==> src/rtl/delay_pkg.sv <==
`default_nettype none
// ============================================================================
//  Package     : delay_pkg
//  Description : Shared definitions for the circular delay line: tap-reader
//                FSM states, sample range constants and the saturating
//                narrowing helper used by the reader and the writer/feedback
//                path.
//  Revision    : 1.0 - initial release
// ============================================================================
package delay_pkg;

    typedef enum logic [1:0] {
        ST_IDLE  = 2'd0,
        ST_ISSUE = 2'd1,
        ST_DRAIN = 2'd2,
        ST_OUT   = 2'd3
    } reader_state_e;

    localparam int SAMPLE_WIDTH = 32;
    localparam logic signed [SAMPLE_WIDTH-1:0] MAX_POS = {1'b0, {(SAMPLE_WIDTH-1){1'b1}}};
    localparam logic signed [SAMPLE_WIDTH-1:0] MAX_NEG = {1'b1, {(SAMPLE_WIDTH-1){1'b0}}};

    // Clamp a wide signed value into the signed range of 'width' bits. The
    // result stays 64 bits wide; the caller keeps the low 'width' bits.
    function automatic logic signed [63:0] sat_narrow(input logic signed [63:0] value,
                                                      input int                 width);
        logic signed [63:0] hi;
        logic signed [63:0] lo;
        hi = (64'sd1 <<< (width - 1)) - 64'sd1;
        lo = -(64'sd1 <<< (width - 1));
        if (value > hi)
            return hi;
        else if (value < lo)
            return lo;
        else
            return value;
    endfunction

endpackage
`default_nettype wire

==> src/rtl/delay_tap_reader_if.sv <==
`default_nettype none
// ============================================================================
//  Interface   : delay_tap_reader_if
//  Description : Bundle between the delay-line writer / BRAM read port /
//                echo mixer and the tap reader.
//                slave  : the tap reader (consumes start, pointers, taps and
//                         rd_data; drives rd_en/rd_addr and the tap sum)
//                master : the surrounding system
//  Revision    : 1.0 - initial release
// ============================================================================
interface delay_tap_reader_if #(
    parameter int ADDR_WIDTH = 16,
    parameter int DATA_WIDTH = 32,
    parameter int NUM_TAPS   = 4,
    parameter int GAIN_WIDTH = 8
);
    logic                               start;
    logic [ADDR_WIDTH-1:0]              wr_ptr;
    logic [NUM_TAPS*ADDR_WIDTH-1:0]     tap_delay;
    logic [NUM_TAPS*GAIN_WIDTH-1:0]     tap_gain;
    logic                               rd_en;
    logic [ADDR_WIDTH-1:0]              rd_addr;
    logic signed [DATA_WIDTH-1:0]       rd_data;
    logic signed [DATA_WIDTH-1:0]       tap_out;
    logic                               tap_out_valid;
    logic                               busy;
    logic                               overrun;

    modport slave (
        input  start, wr_ptr, tap_delay, tap_gain, rd_data,
        output rd_en, rd_addr, tap_out, tap_out_valid, busy, overrun
    );

    modport master (
        output start, wr_ptr, tap_delay, tap_gain, rd_data,
        input  rd_en, rd_addr, tap_out, tap_out_valid, busy, overrun
    );
endinterface
`default_nettype wire

==> src/rtl/delay_tap_mac.sv <==
`default_nettype none
// ============================================================================
//  Module      : delay_tap_mac
//  Description : Signed sample x unsigned gain multiply-accumulate.
//                Ports: clk, reset (sync, active-high), clear (zero the
//                accumulator), en (accumulate this cycle's product),
//                data (signed sample), gain (unsigned), acc_next (running
//                sum including the current product, for same-cycle capture).
//  Revision    : 1.0 - initial release
// ============================================================================
module delay_tap_mac #(
    parameter int DATA_WIDTH = 32,
    parameter int GAIN_WIDTH = 8,
    parameter int ACC_WIDTH  = 43
) (
    input  wire logic                         clk,
    input  wire logic                         reset,
    input  wire logic                         clear,
    input  wire logic                         en,
    input  wire logic signed [DATA_WIDTH-1:0] data,
    input  wire logic [GAIN_WIDTH-1:0]        gain,
    output logic signed [ACC_WIDTH-1:0]       acc_next
);
    localparam int C_PROD_WIDTH = DATA_WIDTH + GAIN_WIDTH + 1;

    logic signed [C_PROD_WIDTH-1:0] w_prod;
    logic signed [ACC_WIDTH-1:0]    r_acc;

    // Gain is zero-extended by one bit so it multiplies as a non-negative value.
    assign w_prod   = C_PROD_WIDTH'(data) * C_PROD_WIDTH'($signed({1'b0, gain}));
    assign acc_next = r_acc + ACC_WIDTH'(w_prod);

    always_ff @(posedge clk) begin
        if (reset || clear)
            r_acc <= '0;
        else if (en)
            r_acc <= acc_next;
    end
endmodule
`default_nettype wire

==> src/rtl/delay_tap_reader.sv <==
`default_nettype none
// ============================================================================
//  Module      : delay_tap_reader
//  Description : Read side of the circular delay line. Per start pulse it
//                snapshots wr_ptr/tap_delay/tap_gain, issues NUM_TAPS BRAM
//                reads (one per cycle), accumulates rd_data * gain and emits
//                (sum >>> GAIN_WIDTH) narrowed to DATA_WIDTH.
//                Ports: clk, reset (sync, active-high), bus (slave modport:
//                start, wr_ptr, tap_delay, tap_gain, rd_data in; rd_en,
//                rd_addr, tap_out, tap_out_valid, busy, overrun out).
//                Build option DELAY_TAP_SAT_EN: saturate the narrowed sum
//                instead of keeping its low DATA_WIDTH bits.
//  Revision    : 1.0 - initial release
// ============================================================================
module delay_tap_reader
    import delay_pkg::*;
#(
    parameter int ADDR_WIDTH = 16,
    parameter int DATA_WIDTH = 32,
    parameter int NUM_TAPS   = 4,
    parameter int GAIN_WIDTH = 8,
    parameter int RD_LATENCY = 2
) (
    input  wire logic         clk,
    input  wire logic         reset,
    delay_tap_reader_if.slave bus
);
    localparam int C_IDX_WIDTH = (NUM_TAPS > 1) ? $clog2(NUM_TAPS) : 1;
    localparam int C_ACC_WIDTH = DATA_WIDTH + GAIN_WIDTH + $clog2(NUM_TAPS) + 1;
    localparam logic [C_IDX_WIDTH-1:0] C_LAST_IDX = C_IDX_WIDTH'(NUM_TAPS - 1);

    reader_state_e                r_state;
    logic [ADDR_WIDTH-1:0]        r_wr_ptr_snap;
    logic [ADDR_WIDTH-1:0]        r_delay_snap [NUM_TAPS];
    logic [GAIN_WIDTH-1:0]        r_gain_snap  [NUM_TAPS];
    logic [C_IDX_WIDTH-1:0]       r_issue_idx;
    logic                         r_rd_en;
    logic [ADDR_WIDTH-1:0]        r_rd_addr;
    logic signed [DATA_WIDTH-1:0] r_tap_out;
    logic                         r_tap_out_valid;
    logic                         r_busy;
    logic                         r_overrun;

    // Read-return tracking: entry RD_LATENCY-1 lines up with rd_data.
    logic [RD_LATENCY-1:0]        r_vld;
    logic [C_IDX_WIDTH-1:0]       r_vidx  [RD_LATENCY];
    logic [GAIN_WIDTH-1:0]        r_vgain [RD_LATENCY];

    logic                          w_accept;
    logic                          w_last;
    logic [C_IDX_WIDTH-1:0]        w_next_idx;
    logic signed [C_ACC_WIDTH-1:0] w_acc_next;
    logic signed [C_ACC_WIDTH-1:0] w_scaled;
    logic signed [DATA_WIDTH-1:0]  w_narrow;

    assign w_accept   = bus.start && (r_state == ST_IDLE);
    assign w_last     = r_vld[RD_LATENCY-1] && (r_vidx[RD_LATENCY-1] == C_LAST_IDX);
    assign w_next_idx = r_issue_idx + C_IDX_WIDTH'(1);
    assign w_scaled   = w_acc_next >>> GAIN_WIDTH;

`ifdef DELAY_TAP_SAT_EN
    logic signed [63:0] w_wide;
    logic signed [63:0] w_clamped;
    logic               w_unused_hi;
    assign w_wide      = 64'(w_scaled);
    assign w_clamped   = sat_narrow(w_wide, DATA_WIDTH);
    assign w_narrow    = w_clamped[DATA_WIDTH-1:0];
    assign w_unused_hi = ^w_clamped[63:DATA_WIDTH];
`else
    logic w_unused_hi;
    assign w_narrow    = w_scaled[DATA_WIDTH-1:0];
    assign w_unused_hi = ^w_scaled[C_ACC_WIDTH-1:DATA_WIDTH];
`endif

    delay_tap_mac #(
        .DATA_WIDTH (DATA_WIDTH),
        .GAIN_WIDTH (GAIN_WIDTH),
        .ACC_WIDTH  (C_ACC_WIDTH)
    ) u_mac (
        .clk      (clk),
        .reset    (reset),
        .clear    (w_accept),
        .en       (r_vld[RD_LATENCY-1]),
        .data     (bus.rd_data),
        .gain     (r_vgain[RD_LATENCY-1]),
        .acc_next (w_acc_next)
    );

    always_ff @(posedge clk) begin
        if (reset) begin
            r_state         <= ST_IDLE;
            r_wr_ptr_snap   <= '0;
            r_issue_idx     <= '0;
            r_rd_en         <= 1'b0;
            r_rd_addr       <= '0;
            r_tap_out       <= '0;
            r_tap_out_valid <= 1'b0;
            r_busy          <= 1'b0;
            r_overrun       <= 1'b0;
            r_vld           <= '0;
            for (int k = 0; k < NUM_TAPS; k++) begin
                r_delay_snap[k] <= '0;
                r_gain_snap[k]  <= '0;
            end
            for (int i = 0; i < RD_LATENCY; i++) begin
                r_vidx[i]  <= '0;
                r_vgain[i] <= '0;
            end
        end else begin
            // The registered rd_en/issue index describe the read on the bus
            // this cycle; push them down the return pipeline.
            r_vld[0]   <= r_rd_en;
            r_vidx[0]  <= r_issue_idx;
            r_vgain[0] <= r_gain_snap[r_issue_idx];
            for (int i = 1; i < RD_LATENCY; i++) begin
                r_vld[i]   <= r_vld[i-1];
                r_vidx[i]  <= r_vidx[i-1];
                r_vgain[i] <= r_vgain[i-1];
            end

            r_tap_out_valid <= 1'b0;
            if (bus.start && (r_state != ST_IDLE))
                r_overrun <= 1'b1;

            case (r_state)
                ST_IDLE: begin
                    if (bus.start) begin
                        r_wr_ptr_snap <= bus.wr_ptr;
                        for (int k = 0; k < NUM_TAPS; k++) begin
                            r_delay_snap[k] <= bus.tap_delay[k*ADDR_WIDTH +: ADDR_WIDTH];
                            r_gain_snap[k]  <= bus.tap_gain[k*GAIN_WIDTH +: GAIN_WIDTH];
                        end
                        // Tap 0 goes out on the very next cycle, so it is
                        // computed from the live inputs being snapshotted.
                        r_issue_idx <= '0;
                        r_rd_en     <= 1'b1;
                        r_rd_addr   <= bus.wr_ptr - bus.tap_delay[ADDR_WIDTH-1:0];
                        r_busy      <= 1'b1;
                        r_state     <= ST_ISSUE;
                    end
                end
                ST_ISSUE: begin
                    if (r_issue_idx == C_LAST_IDX) begin
                        r_rd_en <= 1'b0;
                        r_state <= ST_DRAIN;
                    end else begin
                        r_issue_idx <= w_next_idx;
                        r_rd_addr   <= r_wr_ptr_snap - r_delay_snap[w_next_idx];
                    end
                end
                ST_DRAIN: begin
                    // Capture the sum including the final product so the
                    // result appears together with the OUT state.
                    if (w_last) begin
                        r_tap_out       <= w_narrow;
                        r_tap_out_valid <= 1'b1;
                        r_state         <= ST_OUT;
                    end
                end
                ST_OUT: begin
                    r_busy  <= 1'b0;
                    r_state <= ST_IDLE;
                end
                default: r_state <= ST_IDLE;
            endcase
        end
    end

    assign bus.rd_en         = r_rd_en;
    assign bus.rd_addr       = r_rd_addr;
    assign bus.tap_out       = r_tap_out;
    assign bus.tap_out_valid = r_tap_out_valid;
    assign bus.busy          = r_busy;
    assign bus.overrun       = r_overrun;
endmodule
`default_nettype wire

==> src/flat_wrapper.sv <==
// flat-port wrapper written by rule: the top's interface ports become plain ports
module delay_tap_reader_flat import delay_pkg::*;
#(
    parameter int ADDR_WIDTH = 16,
    parameter int DATA_WIDTH = 32,
    parameter int NUM_TAPS   = 4,
    parameter int GAIN_WIDTH = 8,
    parameter int RD_LATENCY = 2
)
  (clk, reset, bus_start, bus_wr_ptr, bus_tap_delay, bus_tap_gain, bus_rd_data, bus_rd_en, bus_rd_addr, bus_tap_out, bus_tap_out_valid, bus_busy, bus_overrun);
  delay_tap_reader_if #(.ADDR_WIDTH(ADDR_WIDTH), .DATA_WIDTH(DATA_WIDTH), .NUM_TAPS(NUM_TAPS), .GAIN_WIDTH(GAIN_WIDTH)) bus_i ();
  input  wire logic clk;
  input  wire logic reset;
  input wire logic [$bits(bus_i.start)-1:0] bus_start;
  input wire logic [$bits(bus_i.wr_ptr)-1:0] bus_wr_ptr;
  input wire logic [$bits(bus_i.tap_delay)-1:0] bus_tap_delay;
  input wire logic [$bits(bus_i.tap_gain)-1:0] bus_tap_gain;
  input wire logic [$bits(bus_i.rd_data)-1:0] bus_rd_data;
  output wire logic [$bits(bus_i.rd_en)-1:0] bus_rd_en;
  output wire logic [$bits(bus_i.rd_addr)-1:0] bus_rd_addr;
  output wire logic [$bits(bus_i.tap_out)-1:0] bus_tap_out;
  output wire logic [$bits(bus_i.tap_out_valid)-1:0] bus_tap_out_valid;
  output wire logic [$bits(bus_i.busy)-1:0] bus_busy;
  output wire logic [$bits(bus_i.overrun)-1:0] bus_overrun;
  assign bus_i.start = bus_start;
  assign bus_i.wr_ptr = bus_wr_ptr;
  assign bus_i.tap_delay = bus_tap_delay;
  assign bus_i.tap_gain = bus_tap_gain;
  assign bus_i.rd_data = bus_rd_data;
  assign bus_rd_en = bus_i.rd_en;
  assign bus_rd_addr = bus_i.rd_addr;
  assign bus_tap_out = bus_i.tap_out;
  assign bus_tap_out_valid = bus_i.tap_out_valid;
  assign bus_busy = bus_i.busy;
  assign bus_overrun = bus_i.overrun;
  delay_tap_reader #(.ADDR_WIDTH(ADDR_WIDTH), .DATA_WIDTH(DATA_WIDTH), .NUM_TAPS(NUM_TAPS), .GAIN_WIDTH(GAIN_WIDTH), .RD_LATENCY(RD_LATENCY)) u_core (.clk(clk), .reset(reset), .bus(bus_i));
endmodule
==> config.mk <==
export PLATFORM = sky130hd
export DESIGN_NAME = delay_tap_reader_flat
export DESIGN_NICKNAME = d
export VERILOG_FILES = /design/src/rtl/delay_pkg.sv /design/src/rtl/delay_tap_reader_if.sv /design/src/rtl/delay_tap_mac.sv /design/src/rtl/delay_tap_reader.sv /design/src/flat_wrapper.sv
export SDC_FILE = /design/constraint.sdc
export NUM_CORES = 1
export LEC_CHECK = 0
export CAP_MARGIN = 40
export CORE_ASPECT_RATIO = 0.8
export CORE_MARGIN = 1.5
export CORE_UTILIZATION = 39
export CTS_CLUSTER_DIAMETER = 150
export CTS_CLUSTER_SIZE = 8
export DETAILED_ROUTE_END_ITERATION = 8
export SETUP_SLACK_MARGIN = 0.4
export SLEW_MARGIN = 20
export SYNTH_ARGS = -nofsm -noshare
export SYNTH_HDL_FRONTEND = slang
export SYNTH_SLANG_ARGS = --single-unit
export TNS_END_PERCENT = 50
==> constraint.sdc <==
create_clock -name clk -period 8.2 [get_ports clk]
set_clock_uncertainty 0.1 [all_clocks]
set_input_delay 0.82 -clock clk [delete_from_list [all_inputs] [get_ports clk]]
set_output_delay 0.82 -clock clk [all_outputs]
set_load 0.01 [all_outputs]
======== Word-level counts from Yosys, hierarchy flattened ========
Memory sizes are Yosys's and may differ from the RTL's. A register that Yosys moved wholly into a read port is not among the register bits.
Index checks and enable logic that the tools add are counted.
cells by class
  add/sub/neg operators ................... 4
  multipliers ............................. 1
  equality and inequality tests ........... 9
  muxes and demuxes ....................... 36
  bitwise operators ....................... 13
  reduce and logical (&&, ||, !) cells .... 15
operator list
  operator                                                         count
  16-bit two-way mux                                               6
  8-bit two-way mux                                                6
  43-bit by 41-bit adder with 43-bit output                        1
  32-bit by 9-bit multiplier with 41-bit output                    1
  16-bit one-hot mux with 2 select lines                           1
  16-bit subtractor                                                2
  2-bit two-way mux                                                9
  1-bit bitwise OR                                                 12
  1-bit two-way mux                                                10
  3-bit AND reduction                                              3
  2-bit == test, second input constant                             4
  2-bit one-hot mux with 4 select lines                            1
  2-bit AND reduction                                              3
  2-bit nonzero test                                               3
  2-bit by 1-bit != test with 1-bit output, second input constant  2
  2-bit != test, second input constant                             2
  1-bit one-hot mux with 2 select lines                            2
  2-bit one-hot mux with 2 select lines                            1
  1-bit logical AND                                                3
  2-bit by 1-bit adder with 2-bit output, second input constant    1
  2-bit by 1-bit == test with 1-bit output, second input constant  1
  2-bit zero test                                                  1
  2-bit OR reduction                                               1
  1-bit logical OR                                                 1
  1-bit NOT                                                        1
word-level totals
  bits in registers ....................... 117
  RAM bits ................................ 116
  bits of input ports ..................... 147
  output and inout port bits .............. 52
  logic and storage cells ................. 93
  memories ................................ 4
memories
  name                 depth  bits a word  rd ports  clocked after Yosys merged registers in  write ports  RTL line                RTL
  u_core.r_delay_snap  4      16           1         0                                        4            delay_tap_reader.sv:34  logic [ADDR_WIDTH-1:0] r_delay_snap [NUM_TAPS];
  u_core.r_gain_snap   4      8            1         1                                        4            delay_tap_reader.sv:35  logic [GAIN_WIDTH-1:0] r_gain_snap [NUM_TAPS];
  u_core.r_vgain       2      8            2         0                                        2            delay_tap_reader.sv:47  logic [GAIN_WIDTH-1:0] r_vgain [RD_LATENCY];
  u_core.r_vidx        2      2            2         0                                        2            delay_tap_reader.sv:46  logic [C_IDX_WIDTH-1:0] r_vidx [RD_LATENCY];

======== Logic depth before layout (Yosys ltp) ========
  depth after elaboration ................. 5
  mapped depth ............................ 23
  mapped depth without buffers ............ 21

======== By module ========
Synthesis repeated with hierarchy kept, for this count alone.
unflattened totals
  cells, all modules ...................... 2226
  area total of the unflattened synthesis .. 21134.0 sq um
by module, submodules not included
  module            instances  cells an instance  area an instance (sq um)  seq. area each (sq um)
  delay_tap_mac     1          1369               12031.5                   860.8
  delay_tap_reader  1          857                9102.5                    4804.6

======== Worst setup path after synthesis ========
Ideal clock, no wire load.
  path type ............................... input to register
  from .................................... input port bus_rd_data[31]
  to ...................................... register u_core.u_mac.r_acc[38]
  library setup time ...................... 0.127 ns
  arrival time ............................ 5.698 ns
  required time ........................... 7.973 ns
  slack ................................... 2.275 ns
  stages on the path ...................... 19
  buffers on the path ..................... 1
  cell sequence ........................... clkbuf_1 > nand2_1 > fa_1 > inv_1 > fa_1 > fa_1 > fa_1 > inv_1 > fa_1 > inv_1 > ha_1 > a21o_1 > a221o_1 > a221oi_2 > nand2b_1 > a31oi_1 > o21ai_2 > nor4b_1 > or3_1
on the way
  cells in the longest elaborated chain, start to end .. 2
RTL lines
  item                                           RTL line             RTL
  from (decl)                                    flat_wrapper.sv:18   input wire logic [$bits(bus_i.rd_data)-1:0] bus_rd_data;
  32-bit by 9-bit multiplier with 41-bit output  delay_tap_mac.sv:30  assign w_prod = C_PROD_WIDTH'(data) * C_PROD_WIDTH'($signed({1'b0, gain}));
  43-bit by 41-bit adder with 43-bit output      delay_tap_mac.sv:31  assign acc_next = r_acc + ACC_WIDTH'(w_prod);
  to (signal assigned)                           delay_tap_mac.sv:37  r_acc <= acc_next;
  to (decl)                                      delay_tap_mac.sv:27  logic signed [ACC_WIDTH-1:0] r_acc;
Every way passes these cells.
A chain may end at the register's enable or synchronous reset.

======== Worst setup path in the final report ========
  from .................................... input port bus_rd_data[30]
  to ...................................... register u_core.u_mac.r_acc[38]
The elaborated chain is that of the path after synthesis.

==> flow_summary_export.csv <==
group,metric,value,unit
clock_tree,cts_tree,"yes",
yosys,yosys_warnings,0,
global_route,grt_first_pass_wirelength,82460,µm
drt,drtIter0Drc,885,
worst_setup_path,startpoint,"bus_rd_data[30]",
power,power,5200,µW
yosys,synthCells,2070,
drt,ant_nets,0,
timing,worst_pin_slew,0.8459,ns
worst_setup_path,crit_required,8.49,ns
min_path,min_from,"u_core.r_vidx[0][0]",
final_layout,final_common_cell,"inv_1",
clock_tree,cts.sinks,232,
yosys,ys.flop_type,"dfxtp_1",
worst_setup_path,crit_path_end_kind,"register",
yosys,seq_area_frac_synth,28.14,%
floorplanning,core,50050,µm²
final_layout,utilization,47.28,%
worst_setup_path,rr_worst_depth,22,
yosys,syn_nets,2571,
global_route,grt_max_degree,99,
floorplanning,ios,199,
worst_setup_path,path_class,"primary input to register",
yosys,netlist_area,19920,µm²
clock_tree,ctsHoldBuffers,0,
global_route,antenna_found_initial,1,
clock_tree,cts_buffers,34,
timing,period_share,79.05,%
final_layout,nets,2744,
timing,setup_ws,1.718,ns
yosys,synth-seq-cells,232,
yosys,synth_edf_count,96,
power,leakage,0.01070,µW
floorplanning,die-area,52440,µm²
drt,met1_length,23790,µm
yosys,synth.distinct_cells,72,
timing,hold_viol,0,
power,p_per_area,219.7,nW/µm²
clock_tree,clockBufferDepth,3,
timing,slew-limit-headroom,43.60,%
timing,max_freq,0.1543,GHz
timing,slew_viol_final,0,
worst_setup_path,path_max_fanout,8,
min_path,hp-class,"register to register",
global_route,track_usage,19.60,%
placement,place_ws,1.216,ns
global_route,grt_pass1_vias,15470,
clock_tree,htreeDepth,2,
clock_tree,cts-root-buf,"clkbuf_16",
worst_setup_path,cp.arrival,6.77,ns
floorplanning,die_h,205.1,µm
final_layout,mostFrequentLayoutCells,"inv_1 (332), nand2_1 (238), fa_1 (233)",
yosys,postSynth.asyncResetShare,0,%
clock_tree,ctsResizeCount,0,
clock_tree,clkTransAtPathRegs,0.06,ns
drt,wl_met3,2621,µm
worst_setup_path,startpoint_type,"primary input",
final_layout,diodes,0,
worst_setup_path,timing.rr.start,"u_core.r_vgain[0][8]",
placement,gp_congestion,0.8758,
drt,drt_wl_total,50040,µm
worst_setup_path,reg2reg_slack,1.89,ns
timing,rsz0062_at_grt,"no",
worst_setup_path,worst_r2r_endpoint,"u_core.u_mac.r_acc[37]",
status,outcome,"completed",
job,drv_cap,0,
placement,io_buffers,198,
final_layout,layout-area-overhead-vs-synth,18.83,%
drt,dr.pass1.iters,5,
clock_tree,clkLatencyLatePin,0.52,ns
timing,tns,0,ns
power,vdd_drop_max,0.1337,mV
placement,dp_hpwl,38540,µm
drt,highest_layer,"met4",
floorplanning,initial_core_util,39.79,%
drt,drc,0,
yosys,synth.avg_cell_area,9.622,µm²
worst_setup_path,worstSetupEndpoint,"u_core.u_mac.r_acc[38]",
drt,num_vias,14753,
drt,routedWlPerCell,17.04,µm
floorplanning,dieWidth,255.7,µm
floorplanning,rows,73,
final_layout,layout-drive-gt1-share,4.821,%
timing,finalSetupViolCount,0,
drt,vias_per_cell,5.025,
global_route,gr-total-overflow,0,
min_path,hold_path_depth,1,
drt,met2WireLength,22750,µm
timing,min_period,6.482,ns
clock_tree,cts_setup_buffers,0,
-- kinds of logic (layout without fill, tap and decap cells) --
kind of cell	count (synthesis)	in the layout	share of synthesized area, %
simple gates	674	674	16.91
xor+xnor	61	61	2.682
fa+ha+maj	354	354	31.02
buf+inv	417	608	7.909
flops	232	232	28.14
compound gates	275	275	8.965
mux	57	57	4.372
-- area by class of cell --
| class | instances | area [µm²] |
|---|---|---|
| Fill cell | 4787 | 26390 |
| Sequential cell | 232 | 5610 |
| Clock buffer | 51 | 914.6 |
| Inverter | 334 | 1256 |
| Timing Repair Buffer | 220 | 2227 |
| Clock inverter | 3 | 58.81 |
| Multi-Input combinational cell | 1421 | 12750 |
| Tap cell | 675 | 844.6 |
-- cells in the mapped netlist, types with 3 or more instances --
| cell type | count | share of area (%) |
|---|---|---|
| a211o_1 | 3 | 0.13 |
| a211oi_1 | 18 | 0.68 |
| a21o_1 | 14 | 0.53 |
| a21oi_1 | 99 | 2.5 |
| a21oi_2 | 3 | 0.13 |
| a22o_1 | 15 | 0.66 |
| a311oi_1 | 4 | 0.18 |
| a31oi_1 | 15 | 0.47 |
| and2_1 | 209 | 6.6 |
| and3_1 | 9 | 0.28 |
| buf_1 | 7 | 0.13 |
| buf_2 | 5 | 0.13 |
| clkbuf_1 | 70 | 1.3 |
| dfxtp_1 | 136 | 14 |
| edfxtp_1 | 96 | 14 |
| fa_1 | 233 | 23 |
| ha_1 | 121 | 7.6 |
| inv_1 | 332 | 6.3 |
| mux2i_1 | 33 | 1.7 |
| mux4_2 | 24 | 2.7 |
| nand2_1 | 238 | 4.5 |
| nand2b_1 | 14 | 0.44 |
| nand3_1 | 20 | 0.50 |
| nand3b_1 | 5 | 0.19 |
| nand4_1 | 6 | 0.19 |
| nor2_1 | 97 | 1.8 |
| nor2b_1 | 20 | 0.63 |
| nor3_1 | 33 | 0.83 |
| nor4b_1 | 4 | 0.18 |
| o2111ai_1 | 3 | 0.13 |
| o211ai_1 | 7 | 0.26 |
| o21a_1 | 10 | 0.38 |
| o21ai_0 | 37 | 0.93 |
| o21ai_1 | 5 | 0.13 |
| o21bai_1 | 5 | 0.19 |
| o31ai_1 | 9 | 0.34 |
| or3_1 | 7 | 0.22 |
| or4_1 | 3 | 0.11 |
| xnor2_1 | 45 | 2.0 |
| xor2_1 | 16 | 0.70 |
-- report_power, final --
part	switching (µW)	leakage (µW)	internal, µW
clock	529	0.000465	773
sequential	99.0	0.00215	1440
combinational	1380	0.00809	982
-- how the worst min path moves through the flow --
| stage | endpoint | slack (ns) |
|---|---|---|
| 2_1_floorplan | u_core.r_vgain[0][10] | 0.31 |
| 3_3_place_gp | u_core.r_vgain[0][13] | 0.32 |
| 3_5_place_dp | u_core.r_vidx[0][2] | 0.32 |
| 4_1_cts | u_core.r_vidx[0][2] | 0.33 |
| 5_1_grt | u_core.r_vgain[0][8] | 0.35 |
| 6_report | u_core.r_vidx[0][2] | 0.33 |
-- routing by layer --
layer  GRT usage, %  vias to the layer above
li1               -                     7033
met5              0                        -
met2          31.09                      347
met3          3.427                       65
met1          28.18                     7308
met4          3.825                        0
-- worst max-delay path: stages --
cell	delay [ns]
clkdlybuf4s50_1	0.68
nand2_1	0.15
fa_1	0.56
inv_1	0.05
fa_1	0.49
fa_1	0.51
fa_1	0.49
inv_1	0.05
fa_1	0.47
inv_1	0.04
ha_1	0.34
a21o_1	0.18
a21o_1	0.18
a221o_1	0.38
a221oi_2	0.43
nand2b_1	0.17
a31oi_1	0.14
o21ai_2	0.22
nor4b_1	0.07
or3_1	0.35
-- per-stage QoR --
step                hold WS [ns]  instance area (µm²)  cells
finish                    0.3254                23670   2936
global placement          0.3224                22560   2876
global route              0.3473                23670   2936
CTS                       0.3340                23580   2932
floorplan                 0.3138                19920   2070
detailed placement        0.3239                22600   2878
-- flip-flops by register name (all words and copies together) (netlist names), 2 cells and up, named ones only --
register	cells
u_core.r_issue_idx	2
u_core.r_vgain	16
u_core.r_delay_snap	64
u_core.r_vidx	4
u_core.r_state	2
u_core.bus.rd_addr	16
u_core.bus.tap_out	32
u_core.r_vld	2
u_core.r_gain_snap	32
u_core.u_mac.r_acc	40
u_core.r_wr_ptr_snap	16
Note: power is estimated with default switching activity, not from simulation.
